### config.mk
export PLATFORM = sky130hd
export DESIGN_NAME = pipeline_sequencer_flat
export DESIGN_NICKNAME = d
export VERILOG_FILES = /design/src/rtl/pipeline_sequencer_if.sv /design/src/rtl/pipeline_sequencer.sv /design/src/flat_wrapper.sv
export SDC_FILE = /design/constraint.sdc
export NUM_CORES = 1
export LEC_CHECK = 0
export CAP_MARGIN = 25
export CELL_PAD_IN_SITES_DETAIL_PLACEMENT = 1
export CELL_PAD_IN_SITES_GLOBAL_PLACEMENT = 2
export CORE_MARGIN = 1.5
export CORE_UTILIZATION = 25
export CTS_CLUSTER_SIZE = 24
export DETAILED_ROUTE_END_ITERATION = 10
export PLACE_DENSITY_LB_ADDON = 0.25
export RECOVER_POWER = 25
export SLEW_MARGIN = 20
export SYNTH_ARGS = -nofsm -noshare
export SYNTH_HDL_FRONTEND = slang
export SYNTH_SLANG_ARGS = --single-unit
### constraint.sdc
create_clock -name clk -period 3.04 [get_ports clk]
set_clock_uncertainty 0.2 [all_clocks]
set_input_delay 0.76 -clock clk [delete_from_list [all_inputs] [get_ports clk]]
set_output_delay 0.76 -clock clk [all_outputs]
set_load 0.01 [all_outputs]
### src/rtl/pipeline_sequencer_if.sv
// pipeline_sequencer_if: control bundle between the pipeline sequencer and the core stages.
// Perf counter signals exist only when SEQ_PERF_COUNTERS_EN is defined.
interface pipeline_sequencer_if #(
    parameter int PC_W = 32
);
    logic            branch_in_decode;
    logic            load_use_hazard;
    logic            jump_taken;
    logic [PC_W-1:0] jump_dest;
    logic [PC_W-1:0] exec_pc;
    logic            halt_req;
    logic [PC_W-1:0] pc;
    logic            fetch_en;
    logic            decoder_enabled;
    logic            executer_enabled;
    logic            writer_enabled;
    logic            flush;
    logic            completed;
    logic [2:0]      state;
`ifdef SEQ_PERF_COUNTERS_EN
    logic [31:0]     cycle_cnt;
    logic [31:0]     branch_cnt;
    logic [31:0]     stall_cnt;
`endif

    modport master (
        input  branch_in_decode, load_use_hazard, jump_taken, jump_dest, exec_pc, halt_req,
        output pc, fetch_en, decoder_enabled, executer_enabled, writer_enabled, flush, completed, state
`ifdef SEQ_PERF_COUNTERS_EN
        , output cycle_cnt, branch_cnt, stall_cnt
`endif
    );

    modport slave (
        output branch_in_decode, load_use_hazard, jump_taken, jump_dest, exec_pc, halt_req,
        input  pc, fetch_en, decoder_enabled, executer_enabled, writer_enabled, flush, completed, state
`ifdef SEQ_PERF_COUNTERS_EN
        , input cycle_cnt, branch_cnt, stall_cnt
`endif
    );
endinterface

### src/rtl/pipeline_sequencer.sv
// pipeline_sequencer: fetch PC owner and stage-enable FSM for the 3-stage core (branch, load-use, halt, completion).
// Optional perf counters (cycle/branch/stall) are built when SEQ_PERF_COUNTERS_EN is defined.
module pipeline_sequencer #(
    parameter int              PC_W         = 32,
    parameter logic [PC_W-1:0] RESET_PC     = '0,
    parameter int              FINAL_PC     = 35,
    parameter int              LOAD_STALL_N = 1
) (
    input logic                  clk,
    input logic                  rst,
    pipeline_sequencer_if.master bus
);
    typedef enum logic [2:0] {
        RUN      = 3'd0,
        BR_EXEC  = 3'd1,
        BR_WRITE = 3'd2,
        LD_STALL = 3'd3,
        HALTED   = 3'd4,
        DONE     = 3'd5
    } state_e;

    localparam logic [PC_W-1:0] DONE_PC = PC_W'(FINAL_PC + 1);
    localparam logic [PC_W-1:0] ONE     = PC_W'(1);
    localparam logic [2:0]      BUB_INIT = 3'(LOAD_STALL_N - 1);

    // en bits, msb first: fetch, decoder, executer, writer
    localparam logic [3:0] EN_ALL    = 4'b1111;
    localparam logic [3:0] EN_NO_DEC = 4'b1011;
    localparam logic [3:0] EN_LOAD   = 4'b0011;

    state_e          state_q, state_d;
    logic [PC_W-1:0] pc_q, pc_d;
    logic [3:0]      en_q, en_d;
    logic            flush_q, flush_d;
    logic            completed_q, completed_d;
    logic [2:0]      bub_q, bub_d;

    // next state: completion preempts everything; the hazard priority only applies in RUN
    always_comb begin
        state_d     = state_q;
        pc_d        = pc_q;
        en_d        = en_q;
        flush_d     = 1'b0;
        completed_d = completed_q;
        bub_d       = bub_q;
        if (state_q != DONE && bus.exec_pc == DONE_PC) begin
            state_d     = DONE;
            completed_d = 1'b1;
            en_d        = '0;
        end else begin
            case (state_q)
                RUN: begin
                    if (bus.branch_in_decode) begin
                        state_d = BR_EXEC;
                        en_d    = EN_NO_DEC;
                    end else if (bus.load_use_hazard) begin
                        state_d = LD_STALL;
                        en_d    = EN_LOAD;
                        bub_d   = BUB_INIT;
                    end else if (bus.halt_req) begin
                        state_d = HALTED;
                        en_d    = '0;
                    end else begin
                        pc_d = pc_q + ONE;
                        en_d = EN_ALL;
                    end
                end
                BR_EXEC: begin
                    state_d = BR_WRITE;
                    pc_d    = bus.jump_taken ? bus.jump_dest - ONE : pc_q;
                    flush_d = bus.jump_taken;
                end
                BR_WRITE: begin
                    state_d = RUN;
                    pc_d    = pc_q + ONE;
                    en_d    = EN_ALL;
                end
                LD_STALL: begin
                    state_d = (bub_q == 3'd0) ? RUN : LD_STALL;
                    pc_d    = (bub_q == 3'd0) ? pc_q + ONE : pc_q;
                    en_d    = (bub_q == 3'd0) ? EN_ALL : en_q;
                    bub_d   = (bub_q == 3'd0) ? bub_q : bub_q - 3'd1;
                end
                HALTED: begin
                    state_d = bus.halt_req ? HALTED : RUN;
                    en_d    = bus.halt_req ? en_q : EN_ALL;
                end
                DONE: state_d = DONE;
                default: begin
                    state_d = RUN;
                    en_d    = EN_ALL;
                end
            endcase
        end
    end

    // state and registered outputs, asynchronously returned to the run state on reset
    always_ff @(posedge clk or posedge rst) begin
        if (rst) begin
            state_q     <= RUN;
            pc_q        <= RESET_PC;
            en_q        <= EN_ALL;
            flush_q     <= 1'b0;
            completed_q <= 1'b0;
            bub_q       <= '0;
        end else begin
            state_q     <= state_d;
            pc_q        <= pc_d;
            en_q        <= en_d;
            flush_q     <= flush_d;
            completed_q <= completed_d;
            bub_q       <= bub_d;
        end
    end

    assign bus.pc               = pc_q;
    assign bus.fetch_en         = en_q[3];
    assign bus.decoder_enabled  = en_q[2];
    assign bus.executer_enabled = en_q[1];
    assign bus.writer_enabled   = en_q[0];
    assign bus.flush            = flush_q;
    assign bus.completed        = completed_q;
    assign bus.state            = state_q;

`ifdef SEQ_PERF_COUNTERS_EN
    logic [31:0] cyc_q, cyc_d, br_q, br_d, stl_q, stl_d;
    logic        stalled;

    // saturating counts of live cycles, branch entries and non-RUN stall cycles
    always_comb begin
        stalled = state_q inside {BR_EXEC, BR_WRITE, LD_STALL, HALTED};
        cyc_d   = (state_q != DONE && cyc_q != '1) ? cyc_q + 32'd1 : cyc_q;
        br_d    = (state_q == RUN && state_d == BR_EXEC && br_q != '1) ? br_q + 32'd1 : br_q;
        stl_d   = (stalled && stl_q != '1) ? stl_q + 32'd1 : stl_q;
    end

    // perf counter registers, cleared on reset
    always_ff @(posedge clk or posedge rst) begin
        if (rst) begin
            cyc_q <= '0;
            br_q  <= '0;
            stl_q <= '0;
        end else begin
            cyc_q <= cyc_d;
            br_q  <= br_d;
            stl_q <= stl_d;
        end
    end

    assign bus.cycle_cnt  = cyc_q;
    assign bus.branch_cnt = br_q;
    assign bus.stall_cnt  = stl_q;
`endif
endmodule

### src/flat_wrapper.sv
// flat-port wrapper written by rule: the top's interface ports become plain ports
module pipeline_sequencer_flat 
#(
    parameter int              PC_W         = 32,
    parameter logic [PC_W-1:0] RESET_PC     = '0,
    parameter int              FINAL_PC     = 35,
    parameter int              LOAD_STALL_N = 1
)
  (clk, rst, bus_branch_in_decode, bus_load_use_hazard, bus_jump_taken, bus_jump_dest, bus_exec_pc, bus_halt_req, bus_pc, bus_fetch_en, bus_decoder_enabled, bus_executer_enabled, bus_writer_enabled, bus_flush, bus_completed, bus_state);
  pipeline_sequencer_if #(.PC_W(PC_W)) bus_i ();
  input logic clk;
  input logic rst;
  input wire logic [$bits(bus_i.branch_in_decode)-1:0] bus_branch_in_decode;
  input wire logic [$bits(bus_i.load_use_hazard)-1:0] bus_load_use_hazard;
  input wire logic [$bits(bus_i.jump_taken)-1:0] bus_jump_taken;
  input wire logic [$bits(bus_i.jump_dest)-1:0] bus_jump_dest;
  input wire logic [$bits(bus_i.exec_pc)-1:0] bus_exec_pc;
  input wire logic [$bits(bus_i.halt_req)-1:0] bus_halt_req;
  output wire logic [$bits(bus_i.pc)-1:0] bus_pc;
  output wire logic [$bits(bus_i.fetch_en)-1:0] bus_fetch_en;
  output wire logic [$bits(bus_i.decoder_enabled)-1:0] bus_decoder_enabled;
  output wire logic [$bits(bus_i.executer_enabled)-1:0] bus_executer_enabled;
  output wire logic [$bits(bus_i.writer_enabled)-1:0] bus_writer_enabled;
  output wire logic [$bits(bus_i.flush)-1:0] bus_flush;
  output wire logic [$bits(bus_i.completed)-1:0] bus_completed;
  output wire logic [$bits(bus_i.state)-1:0] bus_state;
  assign bus_i.branch_in_decode = bus_branch_in_decode;
  assign bus_i.load_use_hazard = bus_load_use_hazard;
  assign bus_i.jump_taken = bus_jump_taken;
  assign bus_i.jump_dest = bus_jump_dest;
  assign bus_i.exec_pc = bus_exec_pc;
  assign bus_i.halt_req = bus_halt_req;
  assign bus_pc = bus_i.pc;
  assign bus_fetch_en = bus_i.fetch_en;
  assign bus_decoder_enabled = bus_i.decoder_enabled;
  assign bus_executer_enabled = bus_i.executer_enabled;
  assign bus_writer_enabled = bus_i.writer_enabled;
  assign bus_flush = bus_i.flush;
  assign bus_completed = bus_i.completed;
  assign bus_state = bus_i.state;
  pipeline_sequencer #(.PC_W(PC_W), .RESET_PC(RESET_PC), .FINAL_PC(FINAL_PC), .LOAD_STALL_N(LOAD_STALL_N)) u_core (.clk(clk), .rst(rst), .bus(bus_i));
endmodule
-- Word level (Yosys, flattened, before mapping)
Index checks and enable logic that the tools add are counted.
- bits in latches: 0
- memories: 0
- bits in read-only memories: 0
- register bits after elaboration: 44
- memory bits (writable): 0
- logic and storage cells: 63
- output and inout bits: 41
- input port bits: 70
- bitwise gates (word level): 1
- equal/unequal tests: 18
- $mul: 0
- muxes and demuxes: 26
- div/mod/pow operators: 0
- $lt $le $gt $ge: 0
- reduce and logical (&&, ||, !) cells: 9
- shift-type cells: 0
- add/subtract/negate cells: 3
- operator list (kind ; number):
    $mux W32 ; 5
    $pmux W32 S4 ; 1
    $add A32 B1 Y32 const B ; 1
    $eq A32 B6 Y1 const B ; 1
    $sub A32 B1 Y32 const B ; 1
    $mux W3 ; 8
    $mux W4 ; 6
    $pmux W4 S4 ; 1
    $pmux W3 S5 ; 1
    $ne A2 B2 Y1 const B ; 6
    $reduce_and A7 Y1 ; 1
    $eq A3 B2 Y1 const B ; 2
    $eq A3 B3 Y1 const B ; 2
    $logic_not A3 Y1 ; 2
    $pmux W3 S2 ; 1
    $ne A5 B4 Y1 const B ; 1
    $reduce_and A5 Y1 ; 1
    $ne A2 B1 Y1 const B ; 2
    $reduce_bool A4 Y1 ; 1
    $eq A3 B1 Y1 const B ; 1
    $ne A3 B1 Y1 const B ; 1
    $ne A3 B2 Y1 const B ; 1
    $ne A3 B3 Y1 const B ; 1
    $reduce_and A3 Y1 ; 1
    7 further kinds ; 8

-- Depth between registers and ports, before layout
Gate-level depths: netlist of run 1.
- depth after elaboration: 5
- gate-level depth with buffers: 9
- mapped depth without buffers: 8

-- Least setup slack after synthesis of run 1
No wires, ideal clock.
- path type: in2reg
- start: input bus_exec_pc[0]
- end: register u_core.bub_q[0]
- data required time: 2.715 ns
- setup slack: 0.500 ns
- path buffers: 1
- library setup time: 0.125 ns
- data arrival time: 2.216 ns
- cell stages on the path: 6
- cells stage by stage: nor4b_1 > nand4_1 > or3_1 > clkbuf_1 > o21ai_1 > mux2_2
- cells in the longest elaborated chain, start to end: 4
- RTL lines (what ; RTL line ; text):
    from (decl) ; flat_wrapper.sv:17 ; input wire logic [$bits(bus_i.exec_pc)-1:0] bus_exec_pc;
    $eq A32 B6 Y1 ; pipeline_sequencer.sv:46 ; if (state_q != DONE && bus.exec_pc == DONE_PC) begin
    $logic_and A1 B1 Y1 ; pipeline_sequencer.sv:46 ;
    $not A1 Y1 (no line) ; - ;
    $reduce_and A5 Y1 (no line) ; - ;
    to (signal assigned) ; pipeline_sequencer.sv:112 ; bub_q <= bub_d;
    to (decl) ; pipeline_sequencer.sv:36 ; logic [2:0] bub_q, bub_d;
Every way passes these cells.
A chain may end at the register's enable or synchronous reset.

-- Worst setup path after layout of run 1
- start: input bus_jump_dest[1]
- end: register u_core.pc_q[21], in the netlist u_core.bus.pc[21]
- cells in the longest elaborated chain, start to end: 3
- RTL lines (what ; RTL line ; text):
    from (decl) ; flat_wrapper.sv:16 ; input wire logic [$bits(bus_i.jump_dest)-1:0] bus_jump_dest;
    $sub A32 B1 Y32 ; pipeline_sequencer.sv:70 ; pc_d = bus.jump_taken ? bus.jump_dest - ONE : pc_q;
    $mux W32 ; pipeline_sequencer.sv:70 ;
    $pmux W32 S4 ; pipeline_sequencer.sv:51 ; case (state_q)
    to (signal assigned) ; pipeline_sequencer.sv:108 ; pc_q <= pc_d;
    to (decl) ; pipeline_sequencer.sv:32 ; logic [PC_W-1:0] pc_q, pc_d;
Every way passes these cells. The select of a mux whose other input is x is not followed.

==> results of run 1 <==
==> per-stage QoR <==
stage                     setup WS (ps)  area (sq um)  setup TNS (ps)  cells  hold WS (ps)
after global placement            -19.4          4870           -33.0    731           251
after CTS                           203          5010               0    739           274
after floorplan                     500          3310               0    429           279
after global routing              -3.40          5010           -3.40    739           295
after detailed placement          -94.3          4870            -636    731           256
final                               208          5010               0    739           273
==> cells in the mapped netlist, types with 8 or more instances <==
| master | number |
|---|---|
| a21oi_1 | 55 |
| nand2_1 | 44 |
| dfrtp_1 | 40 |
| o21ai_0 | 29 |
| nand3_1 | 28 |
| nor3_1 | 22 |
| xor2_1 | 22 |
| nor2_1 | 21 |
| nor4_1 | 18 |
| clkbuf_1 | 14 |
| o21ai_1 | 13 |
| and3_1 | 11 |
| nand4_1 | 10 |
| inv_1 | 9 |
| buf_2 | 8 |
| o22ai_1 | 8 |
==> repair_timing <==
item	4_1_cts	5_1_grt
setup endpoints to repair	0	2
resized for setup	0	2
buffers inserted	0	0
==> area by class of cell <==
cell class,instances,area [sq um],area share (%)
flip-flops and latches,43,1080,21.6
multi-input cells,353,2100,42.0
inverters,9,33.8,0.675
clock buffers,8,136,2.72
repair buffers,154,1440,28.8
well taps,172,215,4.30
==> worst reg2reg max path: stages, from the launching register on <==
cell and delay (ps):
dfrtp_1 510, nor2b_1 250, and2_1 220, o21ai_1 260, nand3_2 180, buf_4 200
or4_1 490, nand3_1 100
==> how the worst max path moves through the flow <==
stage / from / depth (start not counted) / to / slack, ps
finish: bus_jump_dest[1] / 7 / u_core.bus.pc[21]$_DFFE_PP0P_ / 210
global route: bus_jump_dest[1] / 11 / u_core.bus.pc[28]$_DFFE_PP0P_ / -3
CTS: bus_jump_dest[1] / 11 / u_core.bus.pc[28]$_DFFE_PP0P_ / 200
detailed placement: bus_jump_dest[1] / 11 / u_core.bus.pc[28]$_DFFE_PP0P_ / -90
global placement: bus_load_use_hazard / 7 / u_core.bus.pc[25]$_DFFE_PP0P_ / -20
floorplan: bus_exec_pc[0] / 6 / u_core.bub_q[0]$_DFFE_PP0P_ / 500
==> power by group <==
part	switching, mW	internal [mW]	leakage, nW	total (mW)
combinational	1.07	1.05	1.37	2.12
sequential	0.376	0.848	0.504	1.22
clock	0.226	0.306	0.0652	0.532
==> registers in the layout, indices dropped and copies added (netlist names) <==
signal and count:
u_core.bus.state 3, u_core.en_q 3, u_core.bus.pc 32, u_core.bub_q 3
u_core.bus.flush 1, u_core.bus.completed 1
==> layer usage <==
| layer | wire length (microns) | vias to the layer above | share of wire (%) | track usage, % |
|---|---|---|---|---|
| li1 | - | 1851 | - | - |
| met1 | 6100 | 1821 | 50 | 24.4 |
| met2 | 5650 | 81 | 46 | 29.0 |
| met3 | 451 | 5 | 3.7 | 2.66 |
| met4 | 109 | 0 | 0.89 | 3.89 |
| met5 | 0 | - | 0 | 0 |
==> cells by family (layout without fill, tap and decap cells) <==
| group | after synthesis | count (layout) | synth area share, % |
|---|---|---|---|
| AOI/OAI and AO/OA | 126 | 126 | 21.2 |
| xor gates and xnor gates | 27 | 27 | 7.14 |
| adders and majority gates | 4 | 4 | 1.51 |
| buffers and inverters | 33 | 171 | 4.38 |
| DFF | 43 | 43 | 32.6 |
| muxes | 3 | 3 | 0.983 |
| and+or+nand+nor | 193 | 193 | 32.1 |
==> impl_metrics.json, run 1 <==
{
  "synth_top_area_share_pct": 30.2,
  "grt_usage_pct": 17.7,
  "syn-instance-count": 429,
  "synth_area_leader_cell": "dfrtp_1",
  "antenna_found_initial": 0,
  "initialDrtViolationCount": 209,
  "r2r_start": "u_core.bus.state[0]$_DFFE_PP0P_",
  "die_area_sq_mm": 0.0139,
  "clk_path_buf_depth": 2,
  "crit_arrival_ps": 2850,
  "crit_required_ps": 3050,
  "layout_commonest_cell": "clkdlybuf4s50_1",
  "gp_congestion": 0.875,
  "drc": 0,
  "filler_cell_count": 1565,
  "rows": 41,
  "synth_area_sq_mm": 0.00331,
  "grt_pass1_vias": 3834,
  "critPathKind": "input port to register",
  "overflow": 0,
  "rsz0062_at_grt": "true",
  "irDropWorstVdd_uv": 261,
  "grt_first_pass_wirelength_microns": 20100,
  "final_util_pct": 39.2,
  "drt-vias-per-instance": 5.09,
  "crit_fanout": 4,
  "min_to": "u_core.bus.completed$_DFFE_PP0N_",
  "cts_tree": "yes",
  "ant_nets": 0,
  "wirelength_microns": 12300,
  "drive_gt1_share_pct": 12.5,
  "vias": 3758,
  "grt_max_degree": 44,
  "powerDensity_mw_per_mm2": 774,
  "cts-root-buf": "clkbuf_16",
  "period_share_pct": 93.2,
  "status": "completed",
  "cp-start-kind": "input port",
  "reg2reg_to": "u_core.bus.pc[25]$_DFFE_PP0P_",
  "firstDrtPassIters": 4,
  "crit_family": "simple AND/OR/NAND/NOR gates",
  "hpwl_microns": 9680,
  "reg2reg_depth": 7,
  "power_mw": 3.88,
  "ys_ff_latch": 43,
  "seq_area_frac_synth_pct": 32.6,
  "mostFrequentLayoutCells": "clkdlybuf4s50_1 (109), a21oi_1 (55), nand2_1 (44)",
  "antenna_cells": 0,
  "cp_slowest_cell": "clkdlybuf4s50_1",
  "synth_ff_type": "dfrtp_1",
  "syn_to_final_growth_pct": 51.2,
  "syn_area_per_cell_sq_um": 7.72,
  "syn-num-nets": 503,
  "ioPinCount": 111,
  "leakage_nw": 1.94,
  "crit_buf_inv": 1,
  "worst_slew_pin_slew_ps": 1180,
  "setup_viol": 0,
  "cts_hold_buf": 0,
  "hold_viol": 0,
  "fp.dieH_microns": 118,
  "r2r_slack_ps": 570,
  "initial_core_util_pct": 25.9,
  "wl_per_cell_microns": 16.7,
  "path_cells": "clkdlybuf4s50_1 -> nor4_4 -> nand2_1 -> nor4_1 -> xor2_1 -> o22ai_1 -> a2bb2oi_1",
  "clkLatencyLatePin_ps": 290,
  "clock_sinks": 43,
  "die-width_microns": 118,
  "synth_edf_count": 0,
  "synthArstFlopShare_pct": 100,
  "yosysUniqueCellTypes": 52,
  "drv_cap": 0,
  "coreArea_sq_mm": 0.0128,
  "synth_top_cells_by_area": "dfrtp_1 (30%), a21oi_1 (8.3%), xor2_1 (5.8%)",
  "min_delay_path_depth": 1,
  "slew_headroom_pct": 21.6,
  "cp-end-kind": "register",
  "port-buffer-count": 110,
  "crit_path_max_incr_delay_ps": 500,
  "finalCriticalPeriod_ps": 2830,
  "cts_buffers": 5,
  "max_freq_mhz": 353,
  "path_clk_slew_ps": 60,
  "ys_warn_count": 0,
  "worstHoldStart": "u_core.bus.completed$_DFFE_PP0N_",
  "nets": 640,
  "hp-class": "register to register",
  "final_max_slew_viol_count": 0,
  "cts-htree-levels": 2
}
Power figures use the tool's default switching activity.
==> run 2, diff against run 1 <==
Settings changed: CORE_ASPECT_RATIO from default to 0.9, CORE_MARGIN 1.5 to default, GPL_ROUTABILITY_DRIVEN from default to 0.
==> run 2 against run 1 <==
  * Sequential power about the same
  * Count of clock-buffer cells in the layout decreased by 3
  * Sequential share of layout area shrank 0.13 points
  * First-iteration DRC count up 34%
  * Non-clock buffer count down 4
  * Cell area grew 0.60%
  * Total power grew 5.7%
  * Critical path depth is 3 higher
  * Final cell count down 1.6%
  * Combinational power up 2%
  * Critical endpoint is now u_core.bus.pc[16]$_DFFE_PP0P_
==> impl_metrics.json, run 2 (same netlist as run 1, synthesis figures left out) <==
{
  "grt_pass1_vias": 3782,
  "syn_to_final_growth_pct": 52.2,
  "die_area_sq_mm": 0.0137,
  "grt_usage_pct": 18.5,
  "max_freq_mhz": 358,
  "cts_tree": "yes",
  "setup_viol": 0,
  "drive_gt1_share_pct": 12.4,
  "port-buffer-count": 110,
  "rows": 39,
  "critPathKind": "input port to register",
  "dpl_cell_area_sq_mm": 0.00485,
  "clock_sinks": 43,
  "cts-root-buf": "clkbuf_16",
  "grt_max_degree": 44,
  "period_share_pct": 91.9,
  "clk_path_buf_depth": 2,
  "powerDensity_mw_per_mm2": 814,
  "fp.dieH_microns": 111,
  "vias": 3711,
  "cts_buffers": 5,
  "hp-class": "register to register",
  "worst_slew_pin_slew_ps": 1170,
  "status": "completed",
  "irDropWorstVdd_uv": 277,
  "wl_per_cell_microns": 16.8,
  "largest_reg_flops": 32,
  "wirelength_microns": 12200,
  "cp-start-kind": "input port",
  "mostFrequentLayoutCells": "clkdlybuf4s50_1 (108), a21oi_1 (55), nand2_1 (44)",
  "drc": 0,
  "cp-end-kind": "register",
  "final_util_pct": 39.4,
  "hold_viol": 0,
  "slew_headroom_pct": 22.3,
  "firstDrtPassIters": 4,
  "nets": 636,
  "finalCriticalPeriod_ps": 2790,
  "initial_core_util_pct": 25.9,
  "initialDrtViolationCount": 281,
  "clkLatencyLatePin_ps": 280,
  "cts_hold_buf": 0,
  "coreArea_sq_mm": 0.0128,
  "register_area_sq_mm": 0.00108,
  "layout_commonest_cell": "clkdlybuf4s50_1",
  "crit_arrival_ps": 2800,
  "rsz0062_at_grt": "false",
  "r2r_slack_ps": 590,
  "antenna_cells": 0,
  "final_max_slew_viol_count": 0,
  "cts-htree-levels": 2,
  "stdcell_area_sq_mm": 0.00504,
  "hpwl_microns": 9520,
  "leakage_nw": 1.96,
  "die-width_microns": 123,
  "overflow": 0,
  "antenna_found_initial": 0,
  "ioPinCount": 111,
  "drv_cap": 0,
  "crit_fanout": 5,
  "filler_cell_count": 1545,
  "multi_input_area_sq_mm": 0.00210,
  "crit_required_ps": 3050,
  "grt_first_pass_wirelength_microns": 19900,
  "path_clk_slew_ps": 70,
  "ant_nets": 0,
  "drt-vias-per-instance": 5.10
}
[run 2: changes by cell type in the layout (fill, tap and decap cells not counted), sizes merged]
cell	change
bufinv	+2
clkinvlp	+1
clkdlybuf4s50	-1
buf	-4
clkbuf	-3
dlymetal6s2s	+1
[run 2: critical path, cell delays in order]
cell             delay, ps
clkdlybuf4s50_1        440
inv_1                   80
ha_1                   170
nor3b_2                200
buf_4                  190
nand3_1                160
nor3b_2                240
xor2_1                 260
o22ai_1                120
a21oi_1                170
[run 2: final timing paths]
path,end,from,cells after the start
max,u_core.bus.pc[16]$_DFFE_PP0P_,bus_jump_dest[0],10
max reg2reg,u_core.bus.pc[23]$_DFFE_PP0P_,u_core.bus.state[0]$_DFFE_PP0P_,5
max in group asynchronous,u_core.bus.pc[17]$_DFFE_PP0P_,rst,3
min in group asynchronous,u_core.bus.pc[24]$_DFFE_PP0P_,rst,3
min reg2reg,u_core.bus.completed$_DFFE_PP0N_,u_core.bus.completed$_DFFE_PP0N_,1
min,u_core.bus.completed$_DFFE_PP0N_,u_core.bus.completed$_DFFE_PP0N_,1
[run 2: layout make-up]
type | instances | area share [%]
clock buffer | 5 | 2.48
clock inverter | 3 | 1.34
inverter | 9 | 0.671
multi-input combinational | 353 | 41.7
sequential | 43 | 21.4
tap | 164 | 4.07
timing repair buffer | 150 | 28.3
[run 2: repair_timing]
item	CTS	global route
endpoints found under the setup margin	0	3
buffers inserted	0	0
gates resized for setup	0	3
[run 2: report_power, final]
part	leakage, nW	internal [mW]	switching (mW)	total (mW)
clock	0.0900	0.471	0.240	0.711
combinational	1.37	1.08	1.08	2.16
sequential	0.504	0.847	0.380	1.23
total	1.96	2.40	1.70	4.10
[run 2: routing by layer]
layer	wire, microns	global-route usage [%]	up-vias	part of all wire, %
met5	0	0	-	0
met4	97	3.37	0	0.79
met3	653	2.21	7	5.3
met2	5370	28.4	94	44
met1	6110	27.7	1770	50
li1	-	-	1840	-
[run 2: stage by stage]
| step | setup slack (ps) | TNS (ps) | hold WS [ps] | power, mW | std cells |
|---|---|---|---|---|---|
| detailed placement | -144 | -506 | 271 | 3.41 | 719 |
| floorplan | 500 | 0 | 279 | 2.30 | 429 |
| global placement | -41.9 | -99.7 | 255 | 3.36 | 719 |
| global route | 69.5 | 0 | 315 | 4.43 | 727 |
| finish | 248 | 0 | 288 | 4.10 | 727 |
| CTS | 134 | 0 | 290 | 4.15 | 727 |
